**src/rtl/mlp_seq_pkg.sv**
```systemverilog
// Shared types and layout helpers for the time-multiplexed MLP classifier.
// Offsets locate one weight or bias inside the flat, LSB-first parameter buses.
package mlp_seq_pkg;

  typedef enum logic [1:0] {
    IDLE = 2'd0,
    L0   = 2'd1,
    L1   = 2'd2,
    DONE = 2'd3
  } state_e;

  function automatic int idx_width(input int n);
    return (n <= 1) ? 1 : $clog2(n);
  endfunction

  function automatic int cls_width(input int n_out);
    return idx_width(n_out);
  endfunction

  function automatic int w0_off(input int n, input int k, input int n_in, input int w_w);
    return (n * n_in + k) * w_w;
  endfunction

  function automatic int w1_off(input int m, input int j, input int n_in, input int n_hid,
                                input int w_w);
    return (n_hid * n_in + m * n_hid + j) * w_w;
  endfunction

  function automatic int b0_off(input int n, input int b0_w);
    return n * b0_w;
  endfunction

  function automatic int b1_off(input int m, input int n_hid, input int b0_w, input int b1_w);
    return n_hid * b0_w + m * b1_w;
  endfunction

endpackage

```
**src/rtl/mlp_seq_engine_if.sv**
```systemverilog
// Input-vector and result handshakes of the MLP engine.
// master = producer/consumer side, slave = engine side.
interface mlp_seq_engine_if
  import mlp_seq_pkg::*;
#(
  parameter int N_IN  = 8,
  parameter int IN_W  = 4,
  parameter int N_OUT = 3,
  parameter int ACC_W = 32
) ();
  localparam int CLS_W = cls_width(N_OUT);

  logic                   in_valid;
  logic                   in_ready;
  logic [N_IN*IN_W-1:0]   inp;
  logic                   out_valid;
  logic                   out_ready;
  logic [CLS_W-1:0]       out;
  logic [ACC_W-2:0]       out_score;

  modport master (output in_valid, inp, out_ready,
                  input  in_ready, out_valid, out, out_score);
  modport slave  (input  in_valid, inp, out_ready,
                  output in_ready, out_valid, out, out_score);
endinterface

```
**src/rtl/mlp_mac_unit.sv**
```systemverilog
// Signed multiply-accumulate: a signed weight times a zero-extended activation.
// load replaces the accumulator with a bias; acc_next exposes the value about to be stored.
module mlp_mac_unit #(
  parameter int W_W   = 8,
  parameter int X_W   = 31,
  parameter int ACC_W = 32
) (
  input  logic             clk,
  input  logic             rst,
  input  logic             load,
  input  logic             en,
  input  logic [ACC_W-1:0] bias,
  input  logic [W_W-1:0]   w,
  input  logic [X_W-1:0]   x,
  output logic [ACC_W-1:0] acc_next
);
  logic signed [ACC_W-1:0] w_ext;
  logic signed [ACC_W-1:0] x_ext;
  logic signed [ACC_W-1:0] prod;
  logic        [ACC_W-1:0] acc_q;
  logic        [ACC_W-1:0] acc_d;

  assign w_ext = {{(ACC_W-W_W){w[W_W-1]}}, w};
  assign x_ext = {{(ACC_W-X_W){1'b0}}, x};
  assign prod  = w_ext * x_ext;

  always_comb begin
    if (load) begin
      acc_d = bias;
    end else if (en) begin
      acc_d = acc_q + prod;
    end else begin
      acc_d = acc_q;
    end
  end

  always_ff @(posedge clk) begin
    if (rst) begin
      acc_q <= {ACC_W{1'b0}};
    end else begin
      acc_q <= acc_d;
    end
  end

  assign acc_next = acc_d;
endmodule

```
**src/rtl/mlp_seq_engine.sv**
```systemverilog
// Sequential two-layer ReLU MLP with argmax, one shared MAC product per cycle.
// Each neuron spends one bias-load cycle followed by one cycle per fan-in term.
module mlp_seq_engine
  import mlp_seq_pkg::*;
#(
  parameter int N_IN  = 8,
  parameter int IN_W  = 4,
  parameter int N_HID = 3,
  parameter int N_OUT = 3,
  parameter int W_W   = 8,
  parameter int B0_W  = 11,
  parameter int B1_W  = 14,
  parameter int ACC_W = 32
) (
  input  logic                                   clk,
  input  logic                                   rst,
  mlp_seq_engine_if.slave                        io,
  input  logic [(N_HID*N_IN+N_OUT*N_HID)*W_W-1:0] weights,
  input  logic [N_HID*B0_W+N_OUT*B1_W-1:0]       biases
);
  localparam int CLS_W   = cls_width(N_OUT);
  localparam int S_W     = ACC_W - 1;
  localparam int MAX_FAN = (N_IN > N_HID) ? N_IN : N_HID;
  localparam int MAX_NRN = (N_HID > N_OUT) ? N_HID : N_OUT;
  localparam int K_W     = idx_width(MAX_FAN + 1);
  localparam int N_W     = idx_width(MAX_NRN);

  if (ACC_W < W_W + (W_W + IN_W + 1) + $clog2(MAX_FAN + 1) + 1) begin : g_acc_too_narrow
    $error("mlp_seq_engine: ACC_W too narrow for the configured topology");
  end
  if (N_OUT < 2) begin : g_too_few_classes
    $error("mlp_seq_engine: N_OUT must be at least 2");
  end

  state_e                state_q, state_d;
  logic [K_W-1:0]        k_q, k_d;
  logic [N_W-1:0]        n_q, n_d;
  logic [N_IN*IN_W-1:0]  inp_q, inp_d;
  logic [S_W-1:0]        hid_q [N_HID];
  logic [S_W-1:0]        hid_d [N_HID];
  logic [CLS_W-1:0]      out_q, out_d;
  logic [S_W-1:0]        score_q, score_d;
  logic                  in_ready_q, out_valid_q;

  logic                  mac_load, mac_en;
  logic [ACC_W-1:0]      mac_bias, acc_next;
  logic [W_W-1:0]        mac_w, w0_sel, w1_sel;
  logic [S_W-1:0]        mac_x, x1_sel, relu_s;
  logic [IN_W-1:0]       x0_sel;
  logic [B0_W-1:0]       b0_sel;
  logic [B1_W-1:0]       b1_sel;

  mlp_mac_unit #(.W_W(W_W), .X_W(S_W), .ACC_W(ACC_W)) u_mac (
    .clk      (clk),
    .rst      (rst),
    .load     (mac_load),
    .en       (mac_en),
    .bias     (mac_bias),
    .w        (mac_w),
    .x        (mac_x),
    .acc_next (acc_next)
  );

  assign relu_s = acc_next[ACC_W-1] ? {S_W{1'b0}} : acc_next[S_W-1:0];

  // Step k selects term k-1 of the current neuron; step 0 is the bias cycle.
  always_comb begin
    w0_sel = {W_W{1'b0}};
    w1_sel = {W_W{1'b0}};
    b0_sel = {B0_W{1'b0}};
    b1_sel = {B1_W{1'b0}};
    x0_sel = {IN_W{1'b0}};
    x1_sel = {S_W{1'b0}};
    for (int n = 0; n < N_HID; n++) begin
      b0_sel = (n_q == N_W'(n)) ? biases[b0_off(n, B0_W) +: B0_W] : b0_sel;
      for (int k = 0; k < N_IN; k++) begin
        w0_sel = (n_q == N_W'(n) && k_q == K_W'(k + 1)) ?
                 weights[w0_off(n, k, N_IN, W_W) +: W_W] : w0_sel;
      end
    end
    for (int m = 0; m < N_OUT; m++) begin
      b1_sel = (n_q == N_W'(m)) ? biases[b1_off(m, N_HID, B0_W, B1_W) +: B1_W] : b1_sel;
      for (int j = 0; j < N_HID; j++) begin
        w1_sel = (n_q == N_W'(m) && k_q == K_W'(j + 1)) ?
                 weights[w1_off(m, j, N_IN, N_HID, W_W) +: W_W] : w1_sel;
      end
    end
    for (int k = 0; k < N_IN; k++) begin
      x0_sel = (k_q == K_W'(k + 1)) ? inp_q[k*IN_W +: IN_W] : x0_sel;
    end
    for (int j = 0; j < N_HID; j++) begin
      x1_sel = (k_q == K_W'(j + 1)) ? hid_q[j] : x1_sel;
    end
  end

  // Sequencing, hidden-layer writeback and running argmax.
  always_comb begin
    state_d  = state_q;
    n_d      = n_q;
    k_d      = k_q;
    inp_d    = inp_q;
    hid_d    = hid_q;
    out_d    = out_q;
    score_d  = score_q;
    mac_load = 1'b0;
    mac_en   = 1'b0;
    mac_bias = {ACC_W{1'b0}};
    mac_w    = {W_W{1'b0}};
    mac_x    = {S_W{1'b0}};
    case (state_q)
      IDLE: begin
        if (io.in_valid && in_ready_q) begin
          inp_d   = io.inp;
          n_d     = {N_W{1'b0}};
          k_d     = {K_W{1'b0}};
          state_d = L0;
        end else begin
          state_d = IDLE;
        end
      end
      L0: begin
        mac_load = (k_q == {K_W{1'b0}});
        mac_en   = !mac_load;
        mac_bias = {{(ACC_W-B0_W){b0_sel[B0_W-1]}}, b0_sel};
        mac_w    = w0_sel;
        mac_x    = {{(S_W-IN_W){1'b0}}, x0_sel};
        if (k_q == K_W'(N_IN)) begin
          for (int n = 0; n < N_HID; n++) begin
            hid_d[n] = (n_q == N_W'(n)) ? relu_s : hid_q[n];
          end
          k_d = {K_W{1'b0}};
          if (n_q == N_W'(N_HID - 1)) begin
            n_d     = {N_W{1'b0}};
            state_d = L1;
          end else begin
            n_d = n_q + N_W'(1);
          end
        end else begin
          k_d = k_q + K_W'(1);
        end
      end
      L1: begin
        mac_load = (k_q == {K_W{1'b0}});
        mac_en   = !mac_load;
        mac_bias = {{(ACC_W-B1_W){b1_sel[B1_W-1]}}, b1_sel};
        mac_w    = w1_sel;
        mac_x    = x1_sel;
        if (k_q == K_W'(N_HID)) begin
          // strict compare keeps the lowest index on ties
          if (n_q == {N_W{1'b0}} || relu_s > score_q) begin
            out_d   = CLS_W'(n_q);
            score_d = relu_s;
          end else begin
            out_d   = out_q;
            score_d = score_q;
          end
          k_d = {K_W{1'b0}};
          if (n_q == N_W'(N_OUT - 1)) begin
            n_d     = {N_W{1'b0}};
            state_d = DONE;
          end else begin
            n_d = n_q + N_W'(1);
          end
        end else begin
          k_d = k_q + K_W'(1);
        end
      end
      DONE: begin
        if (io.out_ready) begin
          state_d = IDLE;
        end else begin
          state_d = DONE;
        end
      end
      default: begin
        state_d = IDLE;
      end
    endcase
  end

  // State and datapath registers; handshake outputs follow the next state.
  always_ff @(posedge clk) begin
    if (rst) begin
      state_q     <= IDLE;
      n_q         <= {N_W{1'b0}};
      k_q         <= {K_W{1'b0}};
      inp_q       <= {(N_IN*IN_W){1'b0}};
      for (int i = 0; i < N_HID; i++) begin
        hid_q[i] <= {S_W{1'b0}};
      end
      out_q       <= {CLS_W{1'b0}};
      score_q     <= {S_W{1'b0}};
      in_ready_q  <= 1'b0;
      out_valid_q <= 1'b0;
    end else begin
      state_q     <= state_d;
      n_q         <= n_d;
      k_q         <= k_d;
      inp_q       <= inp_d;
      hid_q       <= hid_d;
      out_q       <= out_d;
      score_q     <= score_d;
      in_ready_q  <= (state_d == IDLE);
      out_valid_q <= (state_d == DONE);
    end
  end

  assign io.in_ready  = in_ready_q;
  assign io.out_valid = out_valid_q;
  assign io.out       = out_q;
  assign io.out_score = score_q;
endmodule
```
**src/flat_wrapper.sv**
```systemverilog
// flat-port wrapper written by rule: the top's interface ports become plain ports
module mlp_seq_engine_flat import mlp_seq_pkg::*;
#(
  parameter int N_IN  = 8,
  parameter int IN_W  = 4,
  parameter int N_HID = 3,
  parameter int N_OUT = 3,
  parameter int W_W   = 8,
  parameter int B0_W  = 11,
  parameter int B1_W  = 14,
  parameter int ACC_W = 32
)
  (clk, rst, weights, biases, io_in_valid, io_inp, io_out_ready, io_in_ready, io_out_valid, io_out, io_out_score);
  mlp_seq_engine_if #(.N_IN(N_IN), .IN_W(IN_W), .N_OUT(N_OUT), .ACC_W(ACC_W)) io_i ();
  input  logic clk;
  input  logic rst;
  input  logic [(N_HID*N_IN+N_OUT*N_HID)*W_W-1:0] weights;
  input  logic [N_HID*B0_W+N_OUT*B1_W-1:0] biases;
  input wire logic [$bits(io_i.in_valid)-1:0] io_in_valid;
  input wire logic [$bits(io_i.inp)-1:0] io_inp;
  input wire logic [$bits(io_i.out_ready)-1:0] io_out_ready;
  output wire logic [$bits(io_i.in_ready)-1:0] io_in_ready;
  output wire logic [$bits(io_i.out_valid)-1:0] io_out_valid;
  output wire logic [$bits(io_i.out)-1:0] io_out;
  output wire logic [$bits(io_i.out_score)-1:0] io_out_score;
  assign io_i.in_valid = io_in_valid;
  assign io_i.inp = io_inp;
  assign io_i.out_ready = io_out_ready;
  assign io_in_ready = io_i.in_ready;
  assign io_out_valid = io_i.out_valid;
  assign io_out = io_i.out;
  assign io_out_score = io_i.out_score;
  mlp_seq_engine #(.N_IN(N_IN), .IN_W(IN_W), .N_HID(N_HID), .N_OUT(N_OUT), .W_W(W_W), .B0_W(B0_W), .B1_W(B1_W), .ACC_W(ACC_W)) u_core (.clk(clk), .rst(rst), .io(io_i), .weights(weights), .biases(biases));
endmodule
```
**config.mk**
```make
export PLATFORM = sky130hd
export DESIGN_NAME = mlp_seq_engine_flat
export DESIGN_NICKNAME = d
export VERILOG_FILES = /design/src/rtl/mlp_seq_pkg.sv /design/src/rtl/mlp_seq_engine_if.sv /design/src/rtl/mlp_mac_unit.sv /design/src/rtl/mlp_seq_engine.sv /design/src/flat_wrapper.sv
export SDC_FILE = /design/constraint.sdc
export NUM_CORES = 1
export LEC_CHECK = 0
export ABC_AREA = 1
export CAP_MARGIN = 20
export CELL_PAD_IN_SITES_DETAIL_PLACEMENT = 0
export CELL_PAD_IN_SITES_GLOBAL_PLACEMENT = 1
export CORE_ASPECT_RATIO = 1.5
export CORE_MARGIN = 4
export CORE_UTILIZATION = 40
export DETAILED_ROUTE_END_ITERATION = 8
export PLACE_DENSITY_LB_ADDON = 0.05
export REMOVE_ABC_BUFFERS = 1
export SYNTH_ARGS = -nofsm -noshare
export SYNTH_HDL_FRONTEND = slang
export SYNTH_SLANG_ARGS = --single-unit
```
**constraint.sdc**
```tcl
create_clock -name clk -period 25.5 [get_ports clk]
set_clock_uncertainty 0.1 [all_clocks]
set_input_delay 2.55 -clock clk [delete_from_list [all_inputs] [get_ports clk]]
set_output_delay 2.55 -clock clk [all_outputs]
set_load 0.01 [all_outputs]
```
-- Yosys cells after proc, flatten, opt, wreduce, memory -nomap -nowiden
Index checks and enable logic that the tools add are counted.
- flip-flop bits (word level): 200
- bits in latches: 0
- bits in writable memories: 0
- bits in read-only memories: 0
- input bits: 375
- memories: 0
- add/sub/neg operators: 3
- $mul: 1
- div/mod/pow operators: 0
- magnitude comparators: 1
- eq/ne operators: 17
- shifts and indexed selects: 0
- mux-type cells: 74
- bitwise logic cells: 0
- reductions and logical operators: 40
- operators by type and width (cell ; number):
    $mux W8 ; 33
    $mux W31 ; 4
    $mux W32 ; 2
    $pmux W32 S2 ; 1
    $pmux W31 S2 ; 1
    $mux W4 ; 11
    $mux W14 ; 3
    $mux W11 ; 3
    $add A32 B32 Y32 ; 1
    $mul A8 B32 Y32 ; 1
    $gt A31 B31 Y1 ; 1
    $logic_and A1 B1 Y1 ; 25
    $mux W2 ; 9
    $eq A4 B3 Y1 const B ; 4
    $pmux W8 S2 ; 1
    $pmux W4 S3 ; 1
    $reduce_and A3 Y1 ; 4
    $eq A2 B2 Y1 const B ; 4
    $eq A4 B2 Y1 const B ; 2
    $pmux W2 S4 ; 1
    $logic_not A2 Y1 ; 3
    $ne A2 B1 Y1 const B ; 3
    $pmux W2 S3 ; 1
    $add A4 B1 Y4 const B ; 1
    other kinds (12) ; 16

-- Depth between registers and ports, before layout
- depth after elaboration: 35
- gate-level depth with buffers: 91
- gate-level depth less buffers: 88

-- Cells and area by module
From an unflattened synthesis, not the netlist that was laid out.
- cells, all modules: 3248
- area, all modules: 21250.4 um^2
- by module, submodules not included (module ; instances ; cells an instance ; area an instance (um^2) ; sequential area each (um^2)):
    mlp_seq_engine ; 1 ; 1895 ; 11491.0 ; 3363.2
    mlp_mac_unit ; 1 ; 1353 ; 9759.4 ; 640.6

-- Least setup slack after synthesis
No wires, ideal clock.
- kind: input to register
- start: input port weights[0]
- end: register u_core.score_q[0] (netlist: u_core.io.out_score[0])
- library setup time: 0.141 ns
- arrival time: 12.669 ns
- required time: 25.259 ns
- slack: 12.590 ns
- stages: 77
- path buffers: 4
- cell sequence: nand3_1 nand3_1 o21ai_0 nand3_1 o21ai_0 o21ai_0 o21ai_0 nand4_1 o21ai_0 o2111ai_1 o211ai_1 a21oi_1 a21oi_1 nand4_1 o211ai_1 nand3_1 o211ai_1 nand2_1 (+41 left out) nand2_1 nor2_1 a211oi_1 o21ai_0 a21oi_1 nor2_1 nor2_1 o221a_2 o311ai_0 nand2_1 a21boi_0 o21ai_0 nand2_1 nand3_1 inv_1 clkbuf_1 clkbuf_1 a21oi_1
- longest elaborated chain between the ends: 33
- ends and longest elaborated chain (element ; line ; text):
    start, declared ; flat_wrapper.sv:17 ; input logic [(N_HID*N_IN+N_OUT*N_HID)*W_W-1:0] weights;
    $mux W8 (24 in a row) ; mlp_seq_engine.sv:77 ; w0_sel = (n_q == N_W'(n) && k_q == K_W'(k + 1)) ?
    $pmux W8 S2 ; mlp_seq_engine.sv:110 ; case (state_q)
    $mul A8 B32 Y32 ; mlp_mac_unit.sv:25 ; assign prod = w_ext * x_ext;
    $add A32 B32 Y32 ; mlp_mac_unit.sv:31 ; acc_d = acc_q + prod;
    $mux W32 ; mlp_mac_unit.sv:30 ; end else if (en) begin
    $mux W32 ; mlp_mac_unit.sv:28 ; if (load) begin
    $mux W31 ; mlp_seq_engine.sv:64 ; assign relu_s = acc_next[ACC_W-1] ? {S_W{1'b0}} : acc_next[S_W-1:0];
    named net u_core.relu_s[2] ; mlp_seq_engine.sv:48 ; logic [S_W-1:0] mac_x, x1_sel, relu_s;
    $gt A31 B31 Y1 ; mlp_seq_engine.sv:150 ; if (n_q == {N_W{1'b0}} || relu_s > score_q) begin
    $logic_or A1 B1 Y1 ; mlp_seq_engine.sv:150 ;
    $reduce_and A3 Y1 (no source line) ; n/a ;
    end signal, assigned ; mlp_seq_engine.sv:192 ; score_q <= {S_W{1'b0}};
    end signal, assigned ; mlp_seq_engine.sv:202 ; score_q <= score_d;
    end, declared ; mlp_seq_engine.sv:42 ; logic [S_W-1:0] score_q, score_d;
The timed path passes the listed nets, and every way through them passes these cells.
A chain may end at the register's enable or synchronous reset.

-- Worst setup path in the final report
- start: input port weights[0]
- end: register u_core.score_q[19] (netlist: u_core.io.out_score[19])
- longest elaborated chain between the ends: 33
- ends and longest elaborated chain (element ; line):
    $mux W8 (*) (24 in a row) ; mlp_seq_engine.sv:77
    $pmux W8 S2 (*) ; mlp_seq_engine.sv:110
    $mul A8 B32 Y32 (*) ; mlp_mac_unit.sv:25
    $add A32 B32 Y32 (*) ; mlp_mac_unit.sv:31
    $mux W32 (*) ; mlp_mac_unit.sv:30
    $mux W32 (*) ; mlp_mac_unit.sv:28
    $mux W31 (*) ; mlp_seq_engine.sv:64
    $gt A31 B31 Y1 ; mlp_seq_engine.sv:150
    $logic_or A1 B1 Y1 ; mlp_seq_engine.sv:150
    $reduce_and A3 Y1 (no source line) ; n/a
Every way passes the cells marked *; elsewhere a longest branch is shown, timed or not.

==> impl_metrics.env <==
export IMPL_yosysWarnings=0
export IMPL_ys_types=58
export IMPL_synth_area_leaders="dfxtp_1, fa_1, nand2_1"
export IMPL_end_kind="flip-flop"
export IMPL_hold_violations=0
export IMPL_finalWirelength_um=84700
export IMPL_r2r_end="u_core.io.out_score[19]"
export IMPL_post_dp_cell_area_mm2=0.0253
export IMPL_reg2reg_setup_slack_ps=10450
export IMPL_period_minus_slack_ps=15760
export IMPL_synth_top_cell_area_share=0.193
export IMPL_antenna_found_initial=9
export IMPL_ys_seq_area_frac=0.193
export IMPL_drv_cap=0
export IMPL_worstSetupPathType="input port to flip-flop"
export IMPL_drive_gt1_frac=0.0848
export IMPL_finalCritPeriodShare=0.618
export IMPL_root_buffer="clkbuf_16"
export IMPL_start_util=0.403
export IMPL_powerDensity_mw_per_mm2=31.8
export IMPL_cts_tree="built"
export IMPL_cts_setup_buffers=0
export IMPL_clk_latency_ps=460
export IMPL_dieArea_mm2=0.0556
export IMPL_grt_pass1_wl_um=128000
export IMPL_synth_edf_count=0
export IMPL_crit_path_end="u_core.io.out_score[19]"
export IMPL_drt_iter0_drc=1418
export IMPL_io_buffers=409
export IMPL_p_leak_nw=11.4
export IMPL_grt_ovfl_total=0
export IMPL_worstSetupStartpointType="input port"
export IMPL_syn_mean_instance_area_um2=7.18
export IMPL_slowest_delay_ps=670
export IMPL_slowest_stage="nand2_4"
export IMPL_p_total_w=0.000827
export IMPL_place_detailed_hpwl_um=67700
export IMPL_finalSetupTns_ps=0
export IMPL_htree_levels=4
export IMPL_ant_nets=0
export IMPL_synthCells=2889
export IMPL_pin_count=410
export IMPL_fmax_mhz=63.5
export IMPL_rr_worst_depth=79
export IMPL_dp_cells=3859
export IMPL_setup_worst_path_start="weights[0]"
export IMPL_slew_headroom=0.210
export IMPL_cp_required_ps=25800
export IMPL_synthArstFlopShare=0
export IMPL_hold_buffers=0
export IMPL_status="complete, no violations"
export IMPL_routed_via_density=5.31
export IMPL_area_growth_pct=25.2
export IMPL_worstMarginPinSlew_ps=1180
export IMPL_synth_seq_cells=200
export IMPL_design_area_mm2=0.0260
export IMPL_cpMostUsedCell="nand2_1"
export IMPL_rows=102
export IMPL_cts_clk_slew_worst_paths_ps=90
export IMPL_cp_data_arrival_time_ps=16060
export IMPL_whs_ps=362
export IMPL_syn_area_mm2=0.0207
export IMPL_first_pass_iters=5
export IMPL_vias=20700
export IMPL_die_x_um=194
export IMPL_core_mm2=0.0514
export IMPL_final_cells=3903
export IMPL_rr_startpoint="u_core.k_q[0]"
export IMPL_grt_max_degree=139
export IMPL_numCtsBuffers=17
export IMPL_synthTopCellsByCount="nand2_1, inv_1, nor2_1"
export IMPL_worstPathMaxFanout=50
export IMPL_routedWlPerCell_um=21.7
export IMPL_nNetsFinal=3875
export IMPL_drc=0
export IMPL_slew_viol_final=0
export IMPL_grt_pass1_vias=21100
export IMPL_yosysMostFrequentCell="nand2_1"
export IMPL_die_h_um=287
export IMPL_ys_flop_type="dfxtp_1"
export IMPL_rsz0062_at_grt="false"
export IMPL_gp_congestion=0.983
export IMPL_cts_repair_resized=0
export IMPL_cts_sinks=200
export IMPL_clock_path_buffers=2
export IMPL_synth_area_leader_cell="dfxtp_1"
export IMPL_hp_class="flip-flop to flip-flop"
export IMPL_irDropWorstVdd_uv=52.9
export IMPL_grtUsageTotal=0.296
export IMPL_setup_violations_final=0
cell families after synthesis:
| kind of cell | after synthesis | synth area share |
|---|---|---|
| AO/OA/AOI/OAI | 622 | 0.187 |
| XOR/XNOR | 28 | 0.0118 |
| adder cells (fa/ha/maj) | 295 | 0.246 |
| buffers and inverters | 590 | 0.111 |
| flip-flops | 200 | 0.193 |
| AND/OR/NAND/NOR | 1154 | 0.252 |
layout make-up:
cell class,instances,area [um2]
Clock inverter,14,173
Timing Repair Buffer,445,4370
Clock buffer,18,429
Antenna cell,9,22.5
Sequential cell,200,4000
Multi-Input combinational cell,2099,14500
Tap cell,676,846
Inverter,442,1660
Fill cell,5264,25500
through the flow:
step	setup WS, ps	util
after floorplan	10680	-
final	9740	0.505
after global placement	9430	0.492
after CTS	9710	0.504
after detailed placement	9240	0.492
after global routing	8320	0.505
layer usage:
metal / track usage / wire, um
met1: 0.322 / 31300
met2: 0.571 / 45700
met3: 0.0390 / 3410
met4: 0.128 / 4250
met5: 0 / 0
critical path, delay by kind of cell:
family,cells,cell delay [ps]
simple gates,30,3340
fa+ha+maj,7,3090
buf+inv,7,1830
xor+xnor,1,200
compound gates,31,4930
power breakdown:
| group | switching [W] | leakage [nW] | internal [W] |
|---|---|---|---|
| logic | 0.000119 | 9.49 | 0.000102 |
| registers | 0.00000409 | 1.62 | 0.000320 |
| clock network | 0.000148 | 0.291 | 0.000133 |
state kept, by name, indices dropped and copies added (netlist names):
signal               flops
u_core.hid_q            93
u_core.inp_q            32
u_core.io.in_ready       1
u_core.io.out            2
u_core.io.out_score     31
u_core.io.out_valid      1
u_core.k_q               4
u_core.n_q               2
u_core.state_q           2
u_core.u_mac.acc_q      32
layout by cell type, fill, tap and decap left out, types with 4 or more instances in the layout:
cell and count:
a211oi_1 6, a21oi_1 128, a21oi_2 117, a221o_1 8, a221oi_1 4, a31oi_1 41
buf_4 35, clkbuf_16 17, clkdlybuf4s50_1 408, clkinv_1 6, clkinv_8 5, dfxtp_1 200
diode_2 9, fa_1 187, ha_1 107, inv_1 422, inv_2 13, inv_6 4
nand2_1 617, nand2_2 7, nand3_1 189, nand3_4 29, nand4_1 13, nor2_1 239
nor2_2 8, nor2_4 7, nor3_1 11, o211ai_1 35, o21ai_0 238, o21ai_1 8
o221ai_1 5, o22ai_1 10, or2_0 8, or2_1 4, or2_2 10, xnor2_1 13
xor2_1 15
worst min path at each step:
| stage | start | to | slack (ps) | depth (start not counted) |
|---|---|---|---|---|
| floorplan | u_core.inp_q[20] | u_core.inp_q[20] | 330 | 2 |
| global placement | u_core.inp_q[20] | u_core.inp_q[20] | 330 | 2 |
| detailed placement | u_core.inp_q[20] | u_core.inp_q[20] | 350 | 2 |
| CTS | u_core.inp_q[20] | u_core.inp_q[20] | 360 | 2 |
| global route | u_core.inp_q[19] | u_core.inp_q[19] | 380 | 2 |
| finish | u_core.inp_q[19] | u_core.inp_q[19] | 360 | 2 |
Power figures use the tool's default switching activity.
